[src/rtl/width_trans_pkg.sv]
// Shared widths and sizing helper for the width-translation write path.
package width_trans_pkg;

  localparam int unsigned DEF_IN_SIZE     = 3;
  localparam int unsigned DEF_WRDATA_SIZE = 4;
  localparam int unsigned DEF_ADDR_SIZE   = 4;

  // Number of bits needed to encode values 0..v-1 (minimum 1).
  function automatic int unsigned clog2(input int unsigned v);
    int unsigned r;
    r = 0;
    while ((1 << r) < v) r++;
    return (r == 0) ? 1 : r;
  endfunction

endpackage

[src/rtl/width_pack_wr.sv]
// width_pack_wr: packs an IN_SIZE-bit input stream (LSB first) into
// WRDATA_SIZE-bit RAM write words at incrementing, wrapping addresses.
// Optional feature macro: WIDTH_PACK_FLUSH_EN adds flush / flush_done.
module width_pack_wr
  import width_trans_pkg::*;
#(
  parameter int unsigned IN_SIZE     = DEF_IN_SIZE,
  parameter int unsigned WRDATA_SIZE = DEF_WRDATA_SIZE,
  parameter int unsigned ADDR_SIZE   = DEF_ADDR_SIZE
) (
  input  logic                   wrclk,
  input  logic                   rst,
  input  logic                   in_valid,
  output logic                   in_ready,
  input  logic [IN_SIZE-1:0]     in_data,
  input  logic                   stall,
`ifdef WIDTH_PACK_FLUSH_EN
  input  logic                   flush,
  output logic                   flush_done,
`endif
  output logic                   wren,
  output logic [ADDR_SIZE-1:0]   waddr,
  output logic [WRDATA_SIZE-1:0] wdata
);

  localparam int unsigned BUF = IN_SIZE + WRDATA_SIZE;
  localparam int unsigned CW  = clog2(BUF + 1);

  localparam logic [CW-1:0] WR_C  = CW'(WRDATA_SIZE);
  localparam logic [CW-1:0] IN_C  = CW'(IN_SIZE);
  localparam logic [CW:0]   IN_C1 = (CW+1)'(IN_SIZE);
  localparam logic [CW:0]   BUF_C = (CW+1)'(BUF);

  logic [BUF-1:0]         acc_q, acc_d, acc_sh;
  logic [CW-1:0]          cnt_q, cnt_d, cnt_sh;
  logic [ADDR_SIZE-1:0]   wptr_q, wptr_d;
  logic [ADDR_SIZE-1:0]   waddr_q, waddr_d;
  logic [WRDATA_SIZE-1:0] wdata_q, wdata_d;
  logic                   wren_q, wren_d;
  logic                   drain, xfer, wr_fire, room;
  logic                   fl_wr, fl_block;

`ifdef WIDTH_PACK_FLUSH_EN
  logic pend_q, pend_d, done_q, done_d;

  // Flush bookkeeping: a partial word (0 < cnt < WRDATA_SIZE) is written
  // zero-padded; full words are left to the normal drain path first.
  always_comb begin
    fl_wr    = pend_q && !stall && (cnt_q != '0) && (cnt_q < WR_C);
    fl_block = pend_q;
    done_d   = pend_q && ((cnt_q == '0) || fl_wr);
    pend_d   = (pend_q && !done_d) || flush;
  end

  // Flush pending flag and done pulse.
  always_ff @(posedge wrclk) begin
    if (rst) begin
      pend_q <= 1'b0;
      done_q <= 1'b0;
    end else begin
      pend_q <= pend_d;
      done_q <= done_d;
    end
  end

  assign flush_done = done_q;
`else
  assign fl_wr    = 1'b0;
  assign fl_block = 1'b0;
`endif

  // Drain/accept decision and next accumulator, counter and write port state.
  always_comb begin
    drain    = (cnt_q >= WR_C) && !stall;
    cnt_sh   = drain ? (cnt_q - WR_C) : cnt_q;
    acc_sh   = drain ? (acc_q >> WRDATA_SIZE) : acc_q;
    room     = ({1'b0, cnt_sh} + IN_C1) <= BUF_C;
    in_ready = room && !fl_block;
    xfer     = in_valid && in_ready;

    acc_d = acc_sh;
    cnt_d = cnt_sh;
    if (fl_wr) begin
      acc_d = '0;
      cnt_d = '0;
    end else if (xfer) begin
      // Bits above cnt are kept zero, so OR-ing the new word in is safe.
      acc_d = acc_sh | (BUF'(in_data) << cnt_sh);
      cnt_d = cnt_sh + IN_C;
    end

    wr_fire = drain || fl_wr;
    wren_d  = wr_fire;
    wdata_d = wr_fire ? acc_q[WRDATA_SIZE-1:0] : wdata_q;
    waddr_d = wr_fire ? wptr_q : waddr_q;
    wptr_d  = wr_fire ? (wptr_q + 1'b1) : wptr_q;
  end

  // State and registered RAM write port.
  always_ff @(posedge wrclk) begin
    if (rst) begin
      acc_q   <= '0;
      cnt_q   <= '0;
      wptr_q  <= '0;
      waddr_q <= '0;
      wdata_q <= '0;
      wren_q  <= 1'b0;
    end else begin
      acc_q   <= acc_d;
      cnt_q   <= cnt_d;
      wptr_q  <= wptr_d;
      waddr_q <= waddr_d;
      wdata_q <= wdata_d;
      wren_q  <= wren_d;
    end
  end

  assign wren  = wren_q;
  assign waddr = waddr_q;
  assign wdata = wdata_q;

endmodule

[config.mk]
export PLATFORM = sky130hd
export DESIGN_NAME = width_pack_wr
export DESIGN_NICKNAME = d
export VERILOG_FILES = /design/src/rtl/width_trans_pkg.sv /design/src/rtl/width_pack_wr.sv
export SDC_FILE = /design/constraint.sdc
export NUM_CORES = 1
export LEC_CHECK = 0
export ABC_AREA = 1
export CAP_MARGIN = 15
export CORE_MARGIN = 2
export CORE_UTILIZATION = 55
export DETAILED_ROUTE_END_ITERATION = 8
export GPL_ROUTABILITY_DRIVEN = 1
export MAX_ROUTING_LAYER = met4
export PLACE_DENSITY_LB_ADDON = 0.08
export REMOVE_ABC_BUFFERS = 1
export SLEW_MARGIN = 20
export SYNTH_ARGS = -nofsm -noshare
export SYNTH_HDL_FRONTEND = slang
export SYNTH_SLANG_ARGS = --single-unit
[constraint.sdc]
create_clock -name wrclk -period 2.5 [get_ports wrclk]
set_input_delay 0.5 -clock wrclk [delete_from_list [all_inputs] [get_ports wrclk]]
set_output_delay 0.5 -clock wrclk [all_outputs]
set_load 0.05 [all_outputs]
# Yosys cells after proc, flatten, opt, wreduce, memory -nomap -nowiden
# Index checks and enable logic that the tools add are counted.
# word_totals
regBits,23
input_bits,7
elab_cells,21
# classes
n_addsub,4
order_cmp,2
shifts,1
muxes,4
bitwise,1
reduce_logical,3
# op_table
operator,count
7-bit 2-to-1 mux,2
7-bit bitwise OR,1
3-bit by 3-bit << shifter with 7-bit output,1
3-bit 2-to-1 mux,2
3-bit by 2-bit adder with 4-bit output (second input constant),1
4-bit by 1-bit adder with 4-bit output (second input constant),1
4-bit by 3-bit less-or-equal comparator with 1-bit output (second input constant),1
3-bit by 2-bit adder with 3-bit output (second input constant),1
3-bit >= comparator (second input constant),1
3-bit subtractor (second input constant),1
1-bit logical AND,2
1-bit logical NOT,1

# Longest topological paths before layout
# Gate-level depths: netlist of the first run.
# depth
ltp_word,7
depth_mapped,7
depth_no_buf,7

# Least setup slack after synthesis of the first run
# OpenSTA, ideal clock, no wires.
# synth_timing
kind,input to output
from,input port stall
to,output port in_ready
arrival_ns,0.830
slack_ns,1.170
cell_stages,3
path_buffers,0
cell_sequence,nand2_2 > clkinv_4 > nand2_4
# synth_via
elab_chain_cells,5
# synth_lines
element,line_no,source
"start, declared",width_pack_wr.sv:16,"input logic stall,"
1-bit logical NOT,width_pack_wr.sv:74,drain = (cnt_q >= WR_C) && !stall;
1-bit logical AND,width_pack_wr.sv:74,
3-bit 2-to-1 mux,width_pack_wr.sv:75,cnt_sh = drain ? (cnt_q - WR_C) : cnt_q;
3-bit by 2-bit adder with 4-bit output,width_pack_wr.sv:77,"room = ({1'b0, cnt_sh} + IN_C1) <= BUF_C;"
4-bit by 3-bit less-or-equal comparator with 1-bit output,width_pack_wr.sv:77,
"end, declared",width_pack_wr.sv:14,"output logic in_ready,"
# Every way passes these cells.

# Worst setup path after layout of the first run
# layout_timing
from,register wdata_q[0] (netlist: wdata[0])
to,output port wdata[0]
# layout_rtl
element,line_no,source
"start, declared",width_pack_wr.sv:38,"logic [WRDATA_SIZE-1:0] wdata_q, wdata_d;"
"start signal, assigned",width_pack_wr.sv:113,wdata_q <= wdata_d;
"end, declared",width_pack_wr.sv:23,output logic [WRDATA_SIZE-1:0] wdata
# No word-level cell between the ends.

==> metrics.md, run 1 <==
| Metric | Value |
|---|---|
| DP Wirelength | roughly 1400 µm |
| CP peak stage delay | roughly 800 ps |
| Worst Path Required | around 2000 ps |
| Routed wire length | 1870 µm |
| Root buffer cell | clkbuf_4 |
| Fill cells | around 150 |
| Skew final | 3.79 ps |
| I/O Pins | 17 |
| Fin. max-slew vios | 0 |
| Max-cap violations | 0 |
| Via/cell ratio | between 5 and 6 |
| Fraction of registers with async set/reset | 0 |
| First-pass GRT wire length | approximately 3200 µm |
| CTS tree | yes |
| Max-slew headroom at the worst pin | 0.669 |
| Tot GR Track Use | 0.207 |
| Drt drc | 0 |
| Slowest-stage cell, CP | clkdlybuf4s50_1 |
| Cell family contributing the most delay on the critical path | buffers and inverters |
| Status | completed |
| CP cell instances | clkdlybuf4s50_1 |
| Vias in the first global route | between 700 and 800 |
| Post-CTS setup buffers | 0 |
| N_diodes | 0 |
| Nets | 169 |
| Setup TNS | 0 ps |
| Die height | about 48 µm |
| Most common cell after layout, fill and taps aside | nand2_1 |
| GRT Max-Usage Layer | met2 |
| Top FF cell, synth | dfxtp_1 |
| Synth Area in XOR/XNOR | 0 |
| Commonest non-fill, non-tap cells in the layout | nand2_1, dfxtp_1, clkdlybuf4s50_1 |
| Syn. warnings | 0 |
| Post-route ant nets | 0 |
| Number of enable flip-flop cells after synthesis | 0 |
| DRT Pass-1 Iters | 4 |
| Static Leak | between 0.5 and 0.6 nW |
| Setup crit end kind | primary output |
| Crit path kind | flop to primary output |
| DP Area | 1250 µm² |
| Initial Utilization | 0.604 |
| Largest family of logic cells by synthesized area | simple AND/OR/NAND/NOR gates |
| GRT overflow | 0 |
| Sequential fraction of the synthesis area | 0.428 |
| Vias | about 930 |
| Die area | 2330 µm² |
| Core footprint | around 1800 µm² |
| CP Max Fanout | 2 |
| Distinct cell type count after synthesis | 25 |
| Pin count of the biggest net entering global routing | 21 |
| Hold Crit Class | flop to flop |
| FMAX | slightly above 500 MHz |
| Met3 usage | 0.0667 |
| CTS Buffer Depth | 2 |
| WL/cell | roughly 10 µm |
| Initial DRC Count | 17 |
| Final GP Congestion | between 0.9 and 1 |
| Fin crit share | 0.785 |
| Cell area after layout | 1270 µm² |
| Post-synthesis mux area share | 0 |
| IO buf count | 16 |
| Area delta synth->final | 18.5% |
| Synth Area in Adders | 0.0233 |
| Place WS | 625 ps |
| GR Layer Usage met1 | 0.279 |
| Avg Inst Size Synth | between 7 and 8 µm² |
| Worst Slack Setup Final | between 500 and 600 ps |
| Clk Latency, worst-skew pair | roughly 300 ps |
| PwrDens | 556 nW/µm² |
| Setup violations, final | 0 |
| Die width | about 48 µm |
| Fin crit period | ~2000 ps |
| H-tree depth | 1 |
| Compound-Gate Fraction of Synth Area | 0.153 |
| Num CTS Buffers | 3 |
| VDD IR-drop max | ~380 µV |
| Least-Margin Pin Slew | 495 ps |
| Bufs and invs on worst path | 1 |
| #FFs+latches synth | 23 |
| CTS Hold Bufs | 0 |
| FP Rows | 15 |
| Global Route met2 Usage | 0.300 |
| Final hold vios | 0 |
| Worst Path Arrival | 1460 ps |
| CTS Sinks | 23 |
| Syn Std Cell Area | 1080 µm² |
| Synth Instances | between 100 and 150 |
| Initial antenna violation count | 0 |
| Clk slew on worst S/H paths | between 100 and 150 ps |
| RSZ-0062 raised after global routing | false |
| Critical path launch point type | flop |
| Post-cts resize count | 0 |
| Simple-gate portion of the synthesized area | 0.290 |
| Share of cells above drive strength 1 | 0.151 |
[Yosys cell counts, types with 3 or more instances]
cell / instances / share of area
a21oi_1: 14 / 0.065
a21oi_2: 3 / 0.024
dfxtp_1: 23 / 0.43
inv_1: 14 / 0.049
nand2_1: 26 / 0.091
nand2_2: 6 / 0.035
nand2_4: 3 / 0.031
nand3_1: 7 / 0.033
nand4_1: 3 / 0.017
nor2_1: 14 / 0.049
nor2_2: 3 / 0.017
o21ai_0: 8 / 0.037
o21ai_1: 3 / 0.014
[path summary, 6_finish.rpt]
kind	start	to	slack, ps	depth (start not counted)
setup reg to reg	cnt_q[2]	wdata[1]	1310	4
setup / recovery	wdata[0]	wdata[0]	540	1
hold reg to reg	acc_q[0]	wdata[0]	470	2
hold / removal	acc_q[0]	wdata[0]	470	2
[report_power, final]
group          internal, mW  total, mW  switching (mW)
Combinational        0.0548      0.145          0.0898
Clock                0.0622      0.164           0.102
Sequential            0.387      0.401          0.0138
Total                 0.504      0.709           0.205
[state kept, by name (all words and copies together) (netlist names)]
signal  count
acc_q       7
wptr_q      4
wdata       4
waddr       4
cnt_q       3
wren        1
[logic make-up (layout without fill, tap and decap cells)]
group	Yosys count	in the layout
flip-flops	23	23
buffers and inverters	23	39
AO/OA/AOI/OAI	30	30
adder cells (fa/ha/maj)	2	2
AND/OR/NAND/NOR	65	65
[metrics by stage]
stage	util	hold WS [ps]	power (mW)	cells
after floorplan	-	430	0.508	138
after global placement	0.700	439	0.550	180
after detailed placement	0.700	453	0.554	180
after CTS	0.715	471	0.718	184
after global routing	0.715	488	0.750	184
final	0.715	469	0.709	184
[layer usage]
layer	part of all wire	routed length, µm
met1	0.48	894
met2	0.45	831
met3	0.069	129
met4	0.0064	12
met5	0	0
[cell type report]
class / count / area, µm² / area share
inverters: 18 / 77.6 / 0.0608
repair buffers: 17 / 178 / 0.139
flip-flops and latches: 23 / 460 / 0.361
well taps: 25 / 31.3 / 0.0245
clock buffers: 4 / 26.3 / 0.0206
multi-input cells: 97 / 502 / 0.394
Power figures use the tool's default switching activity.
==> run 2: changes to the inputs <==
--- a/config.mk
+++ b/config.mk
@@ -8,7 +8,7 @@
 export ABC_AREA = 1
 export CAP_MARGIN = 15
 export CORE_MARGIN = 2
-export CORE_UTILIZATION = 55
+export CORE_UTILIZATION = 51
 export DETAILED_ROUTE_END_ITERATION = 8
 export GPL_ROUTABILITY_DRIVEN = 1
 export MAX_ROUTING_LAYER = met4
==> constraint.sdc (replaced) <==
create_clock -name wrclk -period 1.9 [get_ports wrclk]
set_input_delay 0.38 -clock wrclk [delete_from_list [all_inputs] [get_ports wrclk]]
set_output_delay 0.38 -clock wrclk [all_outputs]
set_load 0.05 [all_outputs]
==> run 2 against run 1 <==
Setup slack worse by 480 ps. Clock skew up 0.58 ps. Sequential cell count unchanged. Clock power up 34%. Critical path depth unchanged. Core utilization down 6.7 points. Hold slack worse by 6.4 ps. First-iteration DRC count down 18%. Sequential power up 32%.
==> metrics.md, run 2 (synthesis gave the netlist of run 1 again) <==
| Metric | Value |
|---|---|
| H-tree depth | 1 |
| Nets | ~170 |
| Commonest non-fill, non-tap cells in the layout | nand2_1, dfxtp_1, inv_1, a21oi_1, nor2_1 |
| GRT overflow | 0 |
| IO buf count | 16 |
| CTS Buffer Depth | 2 |
| Hold Crit Depth | 2 |
| N_diodes | 0 |
| Tot GR Track Use | 0.188 |
| Setup TNS | 0 ps |
| Switch Pwr | about 0.27 mW |
| Overall Power | between 0.9 and 1 mW |
| Cell area after layout | approximately 1300 µm² |
| Post-route ant nets | 0 |
| DP Wirelength | ~1500 µm |
| Fin crit share | 0.969 |
| Core footprint | about 2000 µm² |
| Clk slew on worst S/H paths | between 100 and 150 ps |
| Clock share of power | 0.234 |
| Bufs and invs on worst path | 1 |
| Root buffer cell | clkbuf_4 |
| Hold Crit Class | flop to flop |
| Fin. max-slew vios | 0 |
| Slowest-stage cell, CP | clkdlybuf4s50_1 |
| FMAX | roughly 540 MHz |
| Skew final | roughly 4.4 ps |
| Initial antenna violation count | 0 |
| CP peak stage delay | approximately 800 ps |
| Final GP Congestion | 0.884 |
| Initial Utilization | 0.543 |
| Worst Path Required | 1520 ps |
| Most common cell after layout, fill and taps aside | nand2_1 |
| Reg power frac | 0.564 |
| Sequential cell area | around 460 µm² |
| R2R depth | 5 |
| Share of cells above drive strength 1 | 0.151 |
| Crit path kind | flop to primary output |
| Clk Latency, worst-skew pair | between 300 and 400 ps |
| CP cell instances | clkdlybuf4s50_1 |
| CP Max Fanout | 2 |
| FP Rows | 16 |
| Final hold vios | 0 |
| Area delta synth->final | 19.4% |
| Initial DRC Count | 14 |
| Least-Margin Pin Slew | 510 ps |
| Max-cap violations | 0 |
| DRT Pass-1 Iters | 4 |
| Die height | 49.9 µm |
| Critical path depth | 1 |
| I/O Pins | 17 |
| Max-slew headroom at the worst pin | 0.660 |
| Vias | approximately 910 |
| CTS tree | yes |
| CTS Sinks | 23 |
| Fin crit period | about 1800 ps |
| Vias in the first global route | just over 800 |
| Pin count of the biggest net entering global routing | 21 |
| Multi-input logic area | approximately 500 µm² |
| VDD IR-drop max | around 660 µV |
| DP Area | between 1000 and 1500 µm² |
| Setup violations, final | 0 |
| RSZ-0062 raised after global routing | false |
| Combinational fraction of design power | 0.202 |
| Critical path launch point type | flop |
| Static Leak | around 0.6 nW |
| Drt drc | 0 |
| Switching fraction of total power | 0.293 |
| PwrDens | ~730 nW/µm² |
| Via/cell ratio | ~4.9 |
| Die width | approximately 50 µm |
| Internal power | ~0.66 mW |
| Reg with most FFs | acc_q |
| Fill cells | between 150 and 200 |
| Setup crit end kind | primary output |
| Routed wire length | 2000 µm |
| Status | completed |
| Cell family contributing the most delay on the critical path | buffers and inverters |
| Num CTS Buffers | 3 |
| Worst Path Arrival | around 1500 ps |
| Die area | 2490 µm² |
| First-pass GRT wire length | around 3500 µm |
| WL/cell | about 11 µm |
| Hold slack | roughly 460 ps |
| Max reg flops | 7 |
==> run 2: cell types whose count changed in the layout (fill, tap and decap cells not counted), sizes merged <==
cell | before | now
clkdlybuf4s50 | 15 | 12
dlymetal6s2s | 0 | 3
==> run 2: what timing repair did <==
action,CTS,global route
endpoints found under the hold margin,0,0
hold buffers,0,0
endpoints found under the setup margin,0,3
buffers inserted,0,0
gates resized for setup,0,3
==> run 2: per-layer routing <==
layer | GRT usage | wire, µm
met5 | - | 0
met4 | 0.0556 | 25
met3 | 0.0455 | 76
met2 | 0.298 | 890
met1 | 0.239 | 1010
==> run 2: through the flow <==
| stage | utilization | setup slack (ps) | std cells |
|---|---|---|---|
| floorplan | - | 810 | 138 |
| global placement | 0.631 | 198 | 182 |
| detailed placement | 0.631 | 151 | 182 |
| CTS | 0.645 | 35.2 | 186 |
| global route | 0.648 | 2.62 | 186 |
| finish | 0.648 | 58.5 | 186 |
==> run 2: final timing paths <==
path | start | end | slack (ps)
hold / removal | acc_q[1] | wdata[1] | 460
setup reg to reg | cnt_q[0] | cnt_q[2] | 720
setup / recovery | wdata[0] | wdata[0] | 60
hold reg to reg | acc_q[1] | wdata[1] | 460
==> run 2: power groups by stage <==
stage | Combinational, mW | Sequential (mW) | Clock (mW)
floorplan | 0.108 | 0.560 | 0
global placement | 0.187 | 0.538 | 0
detailed placement | 0.190 | 0.539 | 0
CTS | 0.191 | 0.528 | 0.229
global route | 0.212 | 0.532 | 0.249
finish | 0.190 | 0.528 | 0.219
==> run 2: layout make-up <==
type,count,share of cell area
timing repair buffer,17,0.144
tap,27,0.0263
multi-input combinational,97,0.390
clock buffer,4,0.0204
inverter,18,0.0604
sequential,23,0.358
==> run 3: changes to the inputs <==
--- a/config.mk
+++ b/config.mk
@@ -11,7 +11,6 @@
 export CORE_UTILIZATION = 51
 export DETAILED_ROUTE_END_ITERATION = 8
 export GPL_ROUTABILITY_DRIVEN = 1
-export MAX_ROUTING_LAYER = met4
 export PLACE_DENSITY_LB_ADDON = 0.08
 export REMOVE_ABC_BUFFERS = 1
 export SLEW_MARGIN = 20
==> run 3 against run 2 <==
Setup slack about the same. Core utilization stayed put. Hold slack about the same. Sequential power about the same. First-iteration DRC count did not move. Die area did not move. Sequential share of layout area is the same. Final cell count unchanged. Global-route usage down 0.51 points. Largest cell class unchanged.
==> metrics.md, run 3 (synthesis gave the netlist of run 1 again) <==
| Metric | Value |
|---|---|
| Status | completed |
| Vias | ~900 |
| Fin crit period | approximately 1800 ps |
| Die height | about 50 µm |
| Most common cell after layout, fill and taps aside | nand2_1 |
| RSZ-0062 raised after global routing | false |
| CTS Buffer Depth | 2 |
| Worst Slack Setup Final | slightly below 60 ps |
| CTS Hold Bufs | 0 |
| Hold slack | approximately 460 ps |
| Initial DRC Count | 14 |
| RR Startpoint | cnt_q[0] |
| WL/cell | roughly 11 µm |
| DRT Pass-1 Iters | 4 |
| Max-slew headroom at the worst pin | 0.660 |
| Cell family contributing the most delay on the critical path | buffers and inverters |
| Num CTS Buffers | 3 |
| FMAX | approximately 540 MHz |
| Vias in the first global route | 828 |
| CTS Sinks | 23 |
| Initial antenna violation count | 0 |
| Slowest-stage cell, CP | clkdlybuf4s50_1 |
| I/O Pins | 17 |
| Clk Latency, worst-skew pair | slightly above 300 ps |
| PwrDens | approximately 730 nW/µm² |
| Commonest non-fill, non-tap cells in the layout | nand2_1, dfxtp_1, inv_1, a21oi_1, nor2_1 |
| Critical path launch point type | flop |
| CP peak stage delay | around 800 ps |
| First-pass GRT wire length | roughly 3500 µm |
| CP cell instances | clkdlybuf4s50_1 |
| Reg2reg end | cnt_q[2] |
| VDD IR-drop max | 658 µV |
| R2R depth | 5 |
| Final GP Congestion | 0.870 |
| Crit path kind | flop to primary output |
| Hold Crit Class | flop to flop |
| Root buffer cell | clkbuf_4 |
| Worst Path Arrival | between 1000 and 1500 ps |
| CTS tree | yes |
| Setup crit end kind | primary output |
| Least-Margin Pin Slew | 510 ps |
| Nets | ~170 |
| Max reg flops | 7 |
| Global Route met2 Usage | 0.298 |
| Die width | 49.9 µm |
| Worst Path Required | around 1500 ps |
| GR Layer Usage met1 | 0.239 |
| Initial Utilization | 0.543 |
| N_diodes | 0 |
| Hold-critical path endpoint | wdata[1] |
| CP Max Fanout | 2 |
| Tot GR Track Use | 0.183 |
| Max-cap violations | 0 |
| Area delta synth->final | 19.4% |
| Reg2reg setup slack | a little over 700 ps |
| IO buf count | 16 |
| H-tree depth | 1 |
| Share of cells above drive strength 1 | 0.151 |
| Reg with most FFs | acc_q |
| Core footprint | 1980 µm² |
| Setup violations, final | 0 |
| Fill cells | 168 |
| GRT overflow | 0 |
| Place WS | around 150 ps |
| FP Rows | 16 |
| Setup TNS | 0 ps |
| GRT Max-Usage Layer | met2 |
| Bufs and invs on worst path | 1 |
| Fin crit share | 0.969 |
| Skew final | about 4.4 ps |
| Drt drc | 0 |
| CP startpoint | wdata[0] |
| Via/cell ratio | 4.85 |
| Routed wire length | 2000 µm |
| Worst min-delay path startpoint | acc_q[1] |
| Post-route ant nets | 0 |
| Die area | 2490 µm² |
| Pin count of the biggest net entering global routing | 21 |
| Hold Crit Depth | 2 |
| Clk slew on worst S/H paths | roughly 120 ps |
| Final hold vios | 0 |
| Fin. max-slew vios | 0 |
| Static Leak | 0.598 nW |
| DP Wirelength | approximately 1500 µm |
| Met3 usage | 0.0455 |
run 3: cell counts in the layout (fill, tap and decap cells not counted):
Identical to the previous run, type by type.
run 3: what timing repair did:
item / in CTS / in global routing
resized for setup: 0 / 3
buffers inserted: 0 / 0
endpoints found under the setup margin: 0 / 3
run 3: per-stage QoR:
stage / power [mW] / cells / utilization / cell area [µm²]
3_5_place_dp: 0.729 / 182 / 0.631 / 1250
5_1_grt: 0.994 / 186 / 0.648 / 1280
4_1_cts: 0.948 / 186 / 0.645 / 1280
3_3_place_gp: 0.725 / 182 / 0.631 / 1250
6_report: 0.937 / 186 / 0.648 / 1280
2_1_floorplan: 0.669 / 138 / - / 1040
run 3: final cells by class:
| type | count | area (µm²) | area share |
|---|---|---|---|
| multi-input cells | 97 | 502 | 0.390 |
| inverters | 18 | 77.6 | 0.0604 |
| well taps | 27 | 33.8 | 0.0263 |
| repair buffers | 17 | 185 | 0.144 |
| flip-flops and latches | 23 | 460 | 0.358 |
| clock buffers | 4 | 26.3 | 0.0204 |
run 3: worst max-delay path by stage:
| stage | cells past startpoint | endpoint |
|---|---|---|
| after detailed placement | 6 | wdata[0] |
| after global placement | 6 | wdata[1] |
| after global routing | 1 | waddr[1] |
| after floorplan | 3 | in_ready |
| final | 1 | wdata[0] |
| after CTS | 1 | wdata[0] |
run 3: per-layer routing:
| layer | up-vias | routed length (µm) |
|---|---|---|
| met5 | - | 0 |
| met4 | 0 | 17 |
| met3 | 3 | 76 |
| met2 | 17 | 898 |
| met1 | 394 | 1010 |
| li1 | 489 | - |
run 3: power breakdown:
part | switching (mW) | internal (mW)
combinational | 0.118 | 0.0716
sequential | 0.0191 | 0.509
clock | 0.137 | 0.0820
